### src/rtl/state_pack_cit_polyvec_seq_if.sv
// Bundle between the polyvec pack sequencer and its surroundings:
// controller pulses, coefficient RAM read port, group packer and
// ciphertext byte RAM write port.
`timescale 1ns/1ps
interface state_pack_cit_polyvec_seq_if #(
  parameter int COEF_W  = 12,
  parameter int GRP_W   = 40,
  parameter int GADDR_W = 7,
  parameter int BADDR_W = 10
);
  // Handshake semantics: there is no valid/ready back-pressure here.
  // start, clear, pk_enable, pk_clear, pk_done and done are single-cycle
  // pulses sampled on the rising edge. coef_rd_data is valid the cycle
  // after coef_rd_en. pk_coeffs is held from the pk_enable cycle until
  // pk_done. pk_group is valid in the pk_done cycle. Every ct_we cycle
  // is one byte write of ct_wdata to ct_addr.
  logic                 start;
  logic                 clear;
  logic                 busy;
  logic                 done;
  logic                 coef_rd_en;
  logic [GADDR_W-1:0]   coef_addr;
  logic [4*COEF_W-1:0]  coef_rd_data;
  logic                 pk_enable;
  logic                 pk_clear;
  logic [4*COEF_W-1:0]  pk_coeffs;
  logic                 pk_done;
  logic [GRP_W-1:0]     pk_group;
  logic                 ct_we;
  logic [BADDR_W-1:0]   ct_addr;
  logic [7:0]           ct_wdata;
  logic [2:0]           dbg_state;

  // Sequencer side
  modport master (
    input  start, clear, coef_rd_data, pk_done, pk_group,
    output busy, done, coef_rd_en, coef_addr, pk_enable, pk_clear,
           pk_coeffs, ct_we, ct_addr, ct_wdata, dbg_state
  );

  // Environment side (controller, RAMs, packer)
  modport slave (
    output start, clear, coef_rd_data, pk_done, pk_group,
    input  busy, done, coef_rd_en, coef_addr, pk_enable, pk_clear,
           pk_coeffs, ct_we, ct_addr, ct_wdata, dbg_state
  );
endinterface

### src/rtl/state_pack_cit_polyvec_seq.sv
// Packs the compressed polyvec u into the leading ciphertext bytes.
// For each 4-coefficient group: read the word, launch the shared group
// packer, wait for its 40-bit result, then write it as 5 bytes MSB-first.
`timescale 1ns/1ps
module state_pack_cit_polyvec_seq #(
  parameter int KYBER_K = 2,
  parameter int KYBER_N = 256,
  parameter int COEF_W  = 12,
  parameter int GRP_W   = 40,
  parameter int GADDR_W = 7,
  parameter int BADDR_W = 10
) (
  input logic clk,
  input logic reset_n,
  state_pack_cit_polyvec_seq_if.master bus
);

  localparam int NG = KYBER_K * KYBER_N / 4;
  localparam logic [GADDR_W-1:0] G_LAST = GADDR_W'(NG - 1);

  typedef enum logic [2:0] {
    S_IDLE   = 3'd0,
    S_RD     = 3'd1,
    S_RDW    = 3'd2,
    S_LAUNCH = 3'd3,
    S_WAITP  = 3'd4,
    S_WR     = 3'd5,
    S_FIN    = 3'd6
  } state_t;

  state_t               r_state;
  logic [GADDR_W-1:0]   r_g;
  logic [2:0]           r_j;
  // Holds the not-yet-written bytes of the group, next byte in the top 8 bits
  logic [GRP_W-1:0]     r_grp;

  logic                 r_busy;
  logic                 r_done;
  logic                 r_coef_rd_en;
  logic [GADDR_W-1:0]   r_coef_addr;
  logic                 r_pk_enable;
  logic                 r_pk_clear;
  logic [4*COEF_W-1:0]  r_pk_coeffs;
  logic                 r_ct_we;
  logic [BADDR_W-1:0]   r_ct_addr;
  logic [7:0]           r_ct_wdata;

  // First byte address of the current group: 5*g as (g<<2)+g
  logic [BADDR_W-1:0]   w_base_addr;
  assign w_base_addr = (BADDR_W'(r_g) << 2) + BADDR_W'(r_g);

  // Sequencer FSM; all outputs are registered here
  always_ff @(posedge clk or negedge reset_n) begin
    if (!reset_n) begin
      r_state      <= S_IDLE;
      r_g          <= '0;
      r_j          <= '0;
      r_grp        <= '0;
      r_busy       <= 1'b0;
      r_done       <= 1'b0;
      r_coef_rd_en <= 1'b0;
      r_coef_addr  <= '0;
      r_pk_enable  <= 1'b0;
      r_pk_clear   <= 1'b0;
      r_pk_coeffs  <= '0;
      r_ct_we      <= 1'b0;
      r_ct_addr    <= '0;
      r_ct_wdata   <= '0;
    end else begin
      // Pulse outputs default low every cycle
      r_done       <= 1'b0;
      r_coef_rd_en <= 1'b0;
      r_pk_enable  <= 1'b0;
      r_pk_clear   <= 1'b0;
      r_ct_we      <= 1'b0;
      if (bus.clear) begin
        // Abort from any state; written bytes stay, the packer is flushed
        r_state    <= S_IDLE;
        r_g        <= '0;
        r_j        <= '0;
        r_busy     <= 1'b0;
        r_pk_clear <= 1'b1;
      end else begin
        case (r_state)
          S_IDLE: begin
            if (bus.start) begin
              r_state      <= S_RD;
              r_g          <= '0;
              r_busy       <= 1'b1;
              r_coef_rd_en <= 1'b1;
              r_coef_addr  <= '0;
            end
          end
          S_RD: begin
            r_state <= S_RDW;
          end
          S_RDW: begin
            r_pk_coeffs <= bus.coef_rd_data;
            r_pk_enable <= 1'b1;
            r_state     <= S_LAUNCH;
          end
          S_LAUNCH: begin
            r_state <= S_WAITP;
          end
          S_WAITP: begin
            if (bus.pk_done) begin
              r_grp      <= {bus.pk_group[GRP_W-9:0], 8'h00};
              r_ct_wdata <= bus.pk_group[GRP_W-1 -: 8];
              r_ct_we    <= 1'b1;
              r_ct_addr  <= w_base_addr;
              r_j        <= '0;
              r_state    <= S_WR;
            end
          end
          S_WR: begin
            if (r_j == 3'd4) begin
              if (r_g == G_LAST) begin
                r_state <= S_FIN;
                r_done  <= 1'b1;
                r_busy  <= 1'b0;
              end else begin
                r_g          <= r_g + GADDR_W'(1);
                r_coef_rd_en <= 1'b1;
                r_coef_addr  <= r_g + GADDR_W'(1);
                r_state      <= S_RD;
              end
            end else begin
              r_j        <= r_j + 3'd1;
              r_ct_we    <= 1'b1;
              r_ct_addr  <= r_ct_addr + BADDR_W'(1);
              r_ct_wdata <= r_grp[GRP_W-1 -: 8];
              r_grp      <= r_grp << 8;
            end
          end
          S_FIN: begin
            r_state <= S_IDLE;
          end
          default: begin
            r_state <= S_IDLE;
          end
        endcase
      end
    end
  end

  assign bus.busy       = r_busy;
  assign bus.done       = r_done;
  assign bus.coef_rd_en = r_coef_rd_en;
  assign bus.coef_addr  = r_coef_addr;
  assign bus.pk_enable  = r_pk_enable;
  assign bus.pk_clear   = r_pk_clear;
  assign bus.pk_coeffs  = r_pk_coeffs;
  assign bus.ct_we      = r_ct_we;
  assign bus.ct_addr    = r_ct_addr;
  assign bus.ct_wdata   = r_ct_wdata;
  assign bus.dbg_state  = r_state;

endmodule

### src/flat_wrapper.sv
// flat-port wrapper written by rule: the top's interface ports become plain ports
module state_pack_cit_polyvec_seq_flat 
#(
  parameter int KYBER_K = 2,
  parameter int KYBER_N = 256,
  parameter int COEF_W  = 12,
  parameter int GRP_W   = 40,
  parameter int GADDR_W = 7,
  parameter int BADDR_W = 10
)
  (clk, reset_n, bus_start, bus_clear, bus_coef_rd_data, bus_pk_done, bus_pk_group, bus_busy, bus_done, bus_coef_rd_en, bus_coef_addr, bus_pk_enable, bus_pk_clear, bus_pk_coeffs, bus_ct_we, bus_ct_addr, bus_ct_wdata, bus_dbg_state);
  state_pack_cit_polyvec_seq_if #(.COEF_W(COEF_W), .GRP_W(GRP_W), .GADDR_W(GADDR_W), .BADDR_W(BADDR_W)) bus_i ();
  input logic clk;
  input logic reset_n;
  input wire logic [$bits(bus_i.start)-1:0] bus_start;
  input wire logic [$bits(bus_i.clear)-1:0] bus_clear;
  input wire logic [$bits(bus_i.coef_rd_data)-1:0] bus_coef_rd_data;
  input wire logic [$bits(bus_i.pk_done)-1:0] bus_pk_done;
  input wire logic [$bits(bus_i.pk_group)-1:0] bus_pk_group;
  output wire logic [$bits(bus_i.busy)-1:0] bus_busy;
  output wire logic [$bits(bus_i.done)-1:0] bus_done;
  output wire logic [$bits(bus_i.coef_rd_en)-1:0] bus_coef_rd_en;
  output wire logic [$bits(bus_i.coef_addr)-1:0] bus_coef_addr;
  output wire logic [$bits(bus_i.pk_enable)-1:0] bus_pk_enable;
  output wire logic [$bits(bus_i.pk_clear)-1:0] bus_pk_clear;
  output wire logic [$bits(bus_i.pk_coeffs)-1:0] bus_pk_coeffs;
  output wire logic [$bits(bus_i.ct_we)-1:0] bus_ct_we;
  output wire logic [$bits(bus_i.ct_addr)-1:0] bus_ct_addr;
  output wire logic [$bits(bus_i.ct_wdata)-1:0] bus_ct_wdata;
  output wire logic [$bits(bus_i.dbg_state)-1:0] bus_dbg_state;
  assign bus_i.start = bus_start;
  assign bus_i.clear = bus_clear;
  assign bus_i.coef_rd_data = bus_coef_rd_data;
  assign bus_i.pk_done = bus_pk_done;
  assign bus_i.pk_group = bus_pk_group;
  assign bus_busy = bus_i.busy;
  assign bus_done = bus_i.done;
  assign bus_coef_rd_en = bus_i.coef_rd_en;
  assign bus_coef_addr = bus_i.coef_addr;
  assign bus_pk_enable = bus_i.pk_enable;
  assign bus_pk_clear = bus_i.pk_clear;
  assign bus_pk_coeffs = bus_i.pk_coeffs;
  assign bus_ct_we = bus_i.ct_we;
  assign bus_ct_addr = bus_i.ct_addr;
  assign bus_ct_wdata = bus_i.ct_wdata;
  assign bus_dbg_state = bus_i.dbg_state;
  state_pack_cit_polyvec_seq #(.KYBER_K(KYBER_K), .KYBER_N(KYBER_N), .COEF_W(COEF_W), .GRP_W(GRP_W), .GADDR_W(GADDR_W), .BADDR_W(BADDR_W)) u_core (.clk(clk), .reset_n(reset_n), .bus(bus_i));
endmodule
### config.mk
export PLATFORM = sky130hd
export DESIGN_NAME = state_pack_cit_polyvec_seq_flat
export DESIGN_NICKNAME = d
export VERILOG_FILES = /design/src/rtl/state_pack_cit_polyvec_seq_if.sv /design/src/rtl/state_pack_cit_polyvec_seq.sv /design/src/flat_wrapper.sv
export SDC_FILE = /design/constraint.sdc
export NUM_CORES = 1
export LEC_CHECK = 0
export BUFFER_PORTS_ARGS = -buffer_cell sky130_fd_sc_hd__buf_2
export CORE_MARGIN = 10
export CORE_UTILIZATION = 55
export DETAILED_ROUTE_END_ITERATION = 6
export PLACE_DENSITY = 0.83
export REMOVE_ABC_BUFFERS = 1
export SKIP_LAST_GASP = 1
export SYNTH_ARGS = -nofsm -noshare
export SYNTH_HDL_FRONTEND = slang
export SYNTH_SLANG_ARGS = --single-unit
### constraint.sdc
create_clock -name clk -period 3.2 [get_ports clk]
set_input_delay 0.32 -clock clk [delete_from_list [all_inputs] [get_ports clk]]
set_output_delay 0.32 -clock clk [all_outputs]
set_load 0.01 [all_outputs]
==> results.yml <==
status:
  status: "finished clean"
die:
  core_area_mm2: 0.00986
  io_pins: 175
  floorplan.initialDensity_pct: 57.1
  die_w_um: 121
  rows: 36
  dieHeight_um: 121
  fp.dieArea_mm2: 0.0147
critical_path:
  critPathKind: "reg -> reg"
  crit_path_end_kind: "flip-flop"
  r2r-start: "u_core.bus.dbg_state[0]"
  reg2regPathDepth: 7
  worstPathArrival_ns: 2.95
  r2r_slack_ns: 0.68
  critPathMaxFanout: 87
  r2r_end: "u_core.bus.ct_addr[9]"
  cp.required_ns: 3.63
  cp-start-kind: "flip-flop"
yosys:
  synthSimpleGateAreaFrac_pct: 14.6
  synthFlopType: "dfrtp_1"
  synth_xor_area_share_pct: 1.55
  async_flop_share_pct: 100
  synth_seq_area_share_pct: 55.1
  synth-adder-area-share_pct: 2.35
  synth_compound_area_share_pct: 12.4
  synth_top_family_by_area: "simple AND/OR/NAND/NOR gates"
  muxShareOfSynthArea_pct: 9.77
  syn-cell-area_mm2: 0.00563
  synth_warnings: 0
  synth_cells: 525
  syn_avg_cell_area_um2: 10.7
  synth_seq_cells: 124
  yosysUniqueCellTypes: 50
  synth_edf_count: 0
placed_design:
  place_ws_ns: 0.741
  place_congestion: 0.874
  post-place-cells: 804
  dp_hpwl_um: 10300
  io_buffer_count: 174
sta:
  slew_headroom_pct: 45.4
  fin_setup_tns_ns: 0
  layout_setup_ws_ns: 0.676
  tightest_slew_ns: 0.819
  maxSlewViolCount: 0
  fin_worst_skew_ns: 0.00711
  final.min_clock_period_ns: 2.52
  finalHoldViolCount: 0
  setup_viol: 0
  rsz0062_at_grt: "no"
  post-route-period-util_pct: 78.9
  fmax_ghz: 0.396
global_route:
  grt_first_pass_wirelength_um: 23200
  grt_pass1_vias: 4702
  grt_use_total_pct: 19.4
  antenna_found_initial: 0
  grt_max_degree: 88
  gr-total-overflow: 0
detailed_routing:
  via_per_inst: 5.43
  ant_nets: 0
  routed_wl_um: 14500
  vias: 4542
  drtIter0Drc: 313
  drc: 0
  drtPass1Iterations: 5
  post_drt_wl_per_cell_um: 17.4
final_layout:
  final_nets: 794
  final_common_cell: "buf_2"
  fillers: 704
  final_cells: 837
  num_antenna_cells: 0
  drive_above_1_share_pct: 39.1
  mostFrequentLayoutCells: "buf_2, dfrtp_1, nand2_1, nor2_1, mux2_2"
  area_growth_pct: 26.1
worst_hold_path:
  min_to: "u_core.r_grp[12]"
  whs_path_depth: 3
  hold_class: "in -> reg"
  worstHoldStart: "bus_pk_group[4]"
pwr:
  p_per_area_mw_per_mm2: 763
  ir_worst_vdd_uv: 573
  p_leak_nw: 3.49
job:
  cap_violations: 0
clock_network:
  cts_sinks: 124
  h-tree-depth: 4
  cts_buffers: 17
  clock_latency_ns: 0.51
  cts-resized-gates: 0
  cts_hold_buf: 1
  cts_buffer_depth: 2
  postCtsSetupBuffers: 0
  path_clk_slew_ns: 0.06
  cts_tree: "built"
  cts_root_buffer: "clkbuf_8"
worst max-delay path by stage:
stage / cells past startpoint / endpoint / start
final: 7 / u_core.bus.ct_addr[9] / u_core.bus.dbg_state[0]
after global routing: 7 / u_core.bus.ct_addr[9] / u_core.bus.dbg_state[0]
after CTS: 7 / u_core.bus.ct_addr[9] / u_core.bus.dbg_state[0]
after detailed placement: 7 / u_core.bus.ct_addr[9] / u_core.bus.dbg_state[0]
after global placement: 7 / u_core.bus.ct_addr[9] / u_core.bus.dbg_state[0]
after floorplan: 4 / u_core.bus.pk_coeffs[0] / u_core.bus.dbg_state[2]
where the power goes:
group          switching (W)  internal [W]
clock network       0.000678       0.00109
logic               0.000647      0.000644
registers           0.000281       0.00208
total                0.00161       0.00381
sequential cells by signal, summed over array words and instances, names as in the netlist:
signal and cells:
u_core.bus.pk_coeffs 48, u_core.r_grp 32, u_core.bus.ct_addr 10, u_core.bus.ct_wdata 8, u_core.bus.coef_addr 7, u_core.r_g 7, u_core.bus.dbg_state 3, u_core.r_j 3
u_core.bus.busy 1, u_core.bus.coef_rd_en 1, u_core.bus.ct_we 1, u_core.bus.done 1, u_core.bus.pk_clear 1, u_core.bus.pk_enable 1
area by class of cell:
type | instances | area [um^2] | area share, %
well taps | 133 | 166 | 2.34
clock buffers | 22 | 463 | 6.52
inverters | 11 | 46.3 | 0.652
repair buffers | 180 | 933 | 13.1
flip-flops and latches | 124 | 3100 | 43.7
clock inverters | 10 | 91.3 | 1.29
multi-input cells | 357 | 2300 | 32.4
layer usage:
metal	vias to the layer above	track usage, %	wire length, um
met2	144	33.9	7760
met4	0	8.20	273
met5	-	0	0
met3	23	6.38	988
met1	2206	21.2	5510
li1	2169	-	-
Yosys cell counts (all sizes together), types with 2 or more instances:
| library cell | number | area [um^2] |
|---|---|---|
| a21o | 9 | 67.6 |
| a21oi | 16 | 80.1 |
| a22o | 3 | 26.3 |
| a311oi | 2 | 30.0 |
| a31oi | 38 | 300 |
| and2 | 2 | 12.5 |
| and3 | 4 | 25.0 |
| buf | 15 | 126 |
| clkbuf | 18 | 67.6 |
| dfrtp | 124 | 3100 |
| ha | 9 | 113 |
| inv | 10 | 37.5 |
| mux2 | 48 | 541 |
| nand2 | 92 | 345 |
| nand2b | 2 | 12.5 |
| nand3 | 13 | 65.1 |
| nand4 | 6 | 37.5 |
| nand4b | 2 | 17.5 |
| nor2 | 51 | 191 |
| nor2b | 2 | 12.5 |
| nor3 | 7 | 35.0 |
| o211ai | 4 | 30.0 |
| o21ai | 15 | 75.1 |
| o22ai | 2 | 12.5 |
| o2bb2ai | 2 | 17.5 |
| or2 | 2 | 12.5 |
| or3 | 2 | 17.5 |
| xnor2 | 8 | 70.1 |
| xor2 | 2 | 17.5 |
stage by stage:
stage               hold slack [ns]  instance area, um^2  power (W)  utilization (%)
floorplan                    0.0244                 5440    0.00305                -
global placement              0.449                 6540    0.00360             66.3
detailed placement            0.455                 6540    0.00370             66.3
CTS                         0.00966                 7100    0.00547             72.0
global route                 0.0227                 7100    0.00570             72.0
finish                       0.0290                 7100    0.00542             72.0
worst max-delay path, cell delays in order, from the launching register on:
cell      delay (ns)
dfrtp_1         0.57
and3_1          0.27
or3_4           0.38
or2_1           0.27
clkinv_4        0.43
and3_1          0.29
nand4b_1        0.10
o211ai_1        0.09
logic make-up (layout without fill, tap and decap cells):
logic type      Yosys count  in the layout
compound gates           98             98
xor+xnor                 10             10
fa+ha+maj                10             10
buf+inv                  44            223
flops                   124            124
mux                      49             49
simple gates            190            190
No activity file was read; power rests on OpenSTA's default activity.
